**src/rtl/adder_pkg.sv**
```systemverilog
// Shared constants and types for the six-operand adder datapath
// (parallel adder, serial accumulator and their checkers).
package adder_pkg;

    localparam int unsigned DEFAULT_WIDTH = 16;
    localparam int unsigned DEFAULT_N_OPS = 6;

    typedef enum logic {
        COLLECT = 1'b0,
        HOLD    = 1'b1
    } state_t;

    // Width that holds the exact sum of n operands of w bits each.
    function automatic int unsigned sum_width(input int unsigned w, input int unsigned n);
        return w + $clog2(n);
    endfunction

endpackage

```
**src/rtl/adder_serial_accum.sv**
```systemverilog
// Serial multi-operand adder: accumulates N_OPS operands from a valid/ready
// stream and returns the truncated sum plus its carry-out bits.
module adder_serial_accum
    import adder_pkg::*;
#(
    parameter  int unsigned WIDTH = DEFAULT_WIDTH,
    parameter  int unsigned N_OPS = DEFAULT_N_OPS,
    localparam int unsigned CW    = $clog2(N_OPS)
) (
    input  logic             clk,
    input  logic             rst_n,
    input  logic             clr,
    input  logic             in_valid,
    output logic             in_ready,
    input  logic [WIDTH-1:0] in_data,
    output logic             out_valid,
    input  logic             out_ready,
    output logic [WIDTH-1:0] out_result,
    output logic [CW-1:0]    out_carry,
    output logic             busy
);

    localparam int unsigned SW = sum_width(WIDTH, N_OPS);

    state_t           state, state_d;
    logic [CW-1:0]    cnt, cnt_d;
    logic [SW-1:0]    acc, acc_d;
    logic [SW-1:0]    sum_c;
    logic [WIDTH-1:0] result_d;
    logic [CW-1:0]    carry_d;
    logic             busy_d;

    assign in_ready = (state == COLLECT);

    // Next-state, accumulator and output-register update
    always_comb begin
        state_d  = state;
        cnt_d    = cnt;
        acc_d    = acc;
        result_d = out_result;
        carry_d  = out_carry;
        sum_c    = acc + SW'(in_data);

        if (clr) begin
            state_d = COLLECT;
            cnt_d   = '0;
            acc_d   = '0;
        end else begin
            case (state)
                COLLECT: begin
                    if (in_valid) begin
                        if (cnt == CW'(N_OPS - 1)) begin
                            result_d = sum_c[WIDTH-1:0];
                            carry_d  = sum_c[SW-1:WIDTH];
                            state_d  = HOLD;
                            cnt_d    = '0;
                            acc_d    = '0;
                        end else begin
                            cnt_d = cnt + CW'(1);
                            acc_d = sum_c;
                        end
                    end
                end
                HOLD: begin
                    if (out_ready) begin
                        state_d = COLLECT;
                    end
                end
            endcase
        end

        busy_d = (cnt_d != '0) || (state_d == HOLD);
    end

    // State and output registers; reset also clears the result data
    always_ff @(posedge clk) begin
        if (!rst_n) begin
            state      <= COLLECT;
            cnt        <= '0;
            acc        <= '0;
            out_valid  <= 1'b0;
            out_result <= '0;
            out_carry  <= '0;
            busy       <= 1'b0;
        end else begin
            state      <= state_d;
            cnt        <= cnt_d;
            acc        <= acc_d;
            out_valid  <= (state_d == HOLD);
            out_result <= result_d;
            out_carry  <= carry_d;
            busy       <= busy_d;
        end
    end

endmodule

```
**config.mk**
```make
export PLATFORM = sky130hd
export DESIGN_NAME = adder_serial_accum
export DESIGN_NICKNAME = d
export VERILOG_FILES = /design/src/rtl/adder_pkg.sv /design/src/rtl/adder_serial_accum.sv
export SDC_FILE = /design/constraint.sdc
export NUM_CORES = 1
export LEC_CHECK = 0
export CAP_MARGIN = 25
export CORE_AREA = 3 3 70 72
export CTS_CLUSTER_DIAMETER = 150
export CTS_CLUSTER_SIZE = 14
export DETAILED_ROUTE_END_ITERATION = 10
export DIE_AREA = 0 0 73 75
export PLACE_DENSITY = 0.95
export RECOVER_POWER = 50
export SYNTH_ARGS = -nofsm -noshare
export SYNTH_HDL_FRONTEND = slang
export SYNTH_SLANG_ARGS = --single-unit
```
**constraint.sdc**
```tcl
create_clock -name clk -period 4.15 [get_ports clk]
set_input_delay 0.6225 -clock clk [delete_from_list [all_inputs] [get_ports clk]]
set_output_delay 0.6225 -clock clk [all_outputs]
set_load 0.02 [all_outputs]
```
==> impl_metrics.yaml <==
sta:
  skew_ns: 0.00915
  worst_pin_slew_ns: 0.895
  final_hold_viol_count: 0
  period_minus_slack_ns: 3.06
  fin_tns_setup_ns: 0
  max_freq_mhz: 326
  finalMaxSlewViolations: 0
  setup_viol: 0
  finalCritPeriodShare_pct: 73.9
  max-slew-margin-rel_pct: 40.1
  rsz0062_at_grt: "false"
synthesis:
  synth_warnings: 0
  async_flop_share_pct: 0
  syn_nets: 342
  synth_edf_count: 0
  synth_area_leaders: "dfxtp_1, ha_1, a21oi_1"
  yosysTopAreaCell: "dfxtp_1"
  syn_inst: 304
  ys_seq_area_share_pct: 35.4
  syn_avg_cell_area_um2: 8.00
  synth_top_flop_cell: "dfxtp_1"
  synth_seq_cells: 43
  synthDistinctLibCells: 46
  syn_area_um2: 2430
  synth_top_area_share_pct: 35.4
pwr:
  powerDensity_nw_per_um2: 283
  vdd_drop_max_mv: 0.155
  leakagePower_nw: 1.21
  power_frac_clock_pct: 31.0
  seqPwrFrac_pct: 50.9
  combPwrFrac_pct: 18.0
  swShare_pct: 27.8
  p_int_mw: 0.603
  switching_power_mw: 0.232
detailed_routing:
  drt_iter0_markers: 224
  vias: 2391
  dr.pass1.iters: 5
  ant_nets: 0
  routed_via_density: 6.07
  post_drt_wl_per_cell_um: 15.6
  wirelength_um: 6130
  drc: 0
grt:
  first_global_vias: 2361
  grt_max_degree: 19
  track_usage_pct: 23.1
  grt-ovfl-total: 0
  antenna_found_initial: 0
  grt_pass1_wl_um: 10200
cells_and_area:
  layout_commonest_cell: "dfxtp_1"
  syn_to_final_growth_pct: 21.3
  seq_area_um2: 861
  nets: 379
  final_area_um2: 2950
  layout_common_cells: "dfxtp_1, nand2_1, a21oi_1"
  nFillCells: 355
  multi_input_area_um2: 1480
  antenna_cells: 0
  drive_gt1_share_pct: 4.09
placed_design:
  hpwl_um: 4610
  gp_congestion: 0.898
  place_area_um2: 2870
  port_buffers: 42
setup_path:
  cpMaxStageDelayCell: "dlygate4sd3_1"
  cp_slowest_stage_delay_ns: 0.53
  worstPathCellList: "dlygate4sd3_1 > ha_1 > inv_1 > fa_1 > nand2b_1 > a21o_1 > a2111oi_2 > nor3_2 > or4_1 > a31oi_1"
  worstSetupPathType: "input port to flop"
  end_kind: "flop"
  required_ns: 4.38
  worst_ep_arrival_time_ns: 3.29
  start_kind: "input port"
  worstPathMaxFanout: 8
clock_network:
  clk_latency_ns: 0.30
  ctsHoldBuffers: 0
  postCtsSetupRepairBufs: 0
  cts_max_level: 2
  root_buffer: "clkbuf_8"
  clockBufferDepth: 2
  cts_tree: "yes"
  path_clk_slew_ns: 0.08
  clock-sinks: 43
  postCtsResizedCells: 0
  cts_made_buffers: 5
worst_hold_path:
  hold_class: "flop to flop"
floorplanning:
  die_w_um: 73
  io_pins: 43
  rows: 24
  core_um2: 4350
  die_h_um: 75
  die-area_um2: 5480
  start_util_pct: 55.9
status:
  status: "complete, no violations"
job:
  max_cap_viol_count: 0
-- metal layers --
metal	routed length, um	GRT usage (%)	part of all wire, %	up-vias
li1	-	-	-	1182
met2	3190	43.0	52	73
met1	2530	26.8	41	1127
met3	331	3.60	5.4	9
met5	0	0	0	-
met4	81	7.79	1.3	0
-- final cells by class --
cell class | count | share of cell area (%)
multi-input cells | 239 | 50.2
inverters | 9 | 1.14
repair buffers | 43 | 14.5
flip-flops and latches | 43 | 29.2
clock buffers | 7 | 2.59
clock inverters | 1 | 0.170
well taps | 52 | 2.20
-- synthesized netlist by cell type, types with 2 or more instances --
| cell | number |
|---|---|
| a211o_1 | 4 |
| a21o_1 | 7 |
| a21oi_1 | 33 |
| a22oi_1 | 4 |
| a31oi_1 | 5 |
| a32o_1 | 3 |
| and4_1 | 2 |
| buf_2 | 2 |
| clkbuf_1 | 10 |
| dfxtp_1 | 43 |
| ha_1 | 16 |
| inv_1 | 9 |
| nand2_1 | 41 |
| nand2b_1 | 4 |
| nand3_1 | 19 |
| nand4_1 | 3 |
| nor2_1 | 22 |
| nor2b_1 | 2 |
| nor3_1 | 4 |
| o211ai_1 | 3 |
| o21a_1 | 2 |
| o21ai_0 | 22 |
| o21bai_1 | 2 |
| or2_2 | 2 |
| or3_1 | 5 |
| or4_1 | 5 |
| xnor2_1 | 9 |
| xor2_1 | 3 |
-- logic make-up (layout without fill, tap and decap cells) --
logic type	count (synthesis)	count (layout)	synth area share, %
compound gates	97	97	25.5
xor+xnor	12	12	4.32
fa+ha+maj	17	17	9.05
buf+inv	22	60	3.65
flops	43	43	35.4
simple gates	113	113	22.1
-- flip-flops by register name (all words and copies together) (netlist names) --
| signal | count |
|---|---|
| acc | 19 |
| state | 1 |
| out_carry | 3 |
| busy | 1 |
| cnt | 3 |
| out_result | 16 |
-- critical path, delay by kind of cell --
family | cells | cell delay [ns]
AND/OR/NAND/NOR | 3 | 0.76
AO/OA/AOI/OAI | 3 | 0.74
buffers and inverters | 2 | 0.59
adder cells (fa/ha/maj) | 2 | 0.58
-- power groups by stage --
stage	clock [mW]	sequential, mW	combinational (mW)
4_1_cts	0.258	0.426	0.149
2_1_floorplan	0	0.435	0.104
3_3_place_gp	0	0.435	0.144
3_5_place_dp	0	0.435	0.148
6_report	0.259	0.426	0.151
5_1_grt	0.275	0.427	0.165
-- stage by stage --
step                setup slack [ns]  util (%)  hold WS, ns  power (mW)  cells
global route                   0.888      67.8        0.476       0.867    394
floorplan                       1.52         -        0.429       0.538    304
global placement               0.953      65.9        0.437       0.578    386
finish                          1.09      67.8        0.453       0.836    394
detailed placement             0.897      65.9        0.447       0.583    386
CTS                             1.15      67.8        0.457       0.833    394
-- worst paths after layout --
path                       from            end  slack, ns  depth (start not counted)
setup / recovery     in_data[0]   out_carry[2]       1.09                         10
hold / removal    out_result[2]  out_result[2]       0.45                          2
setup reg to reg         acc[0]   out_carry[2]       1.61                          9
hold reg to reg   out_result[2]  out_result[2]       0.45                          2
No activity file was read; power rests on OpenSTA's default activity.
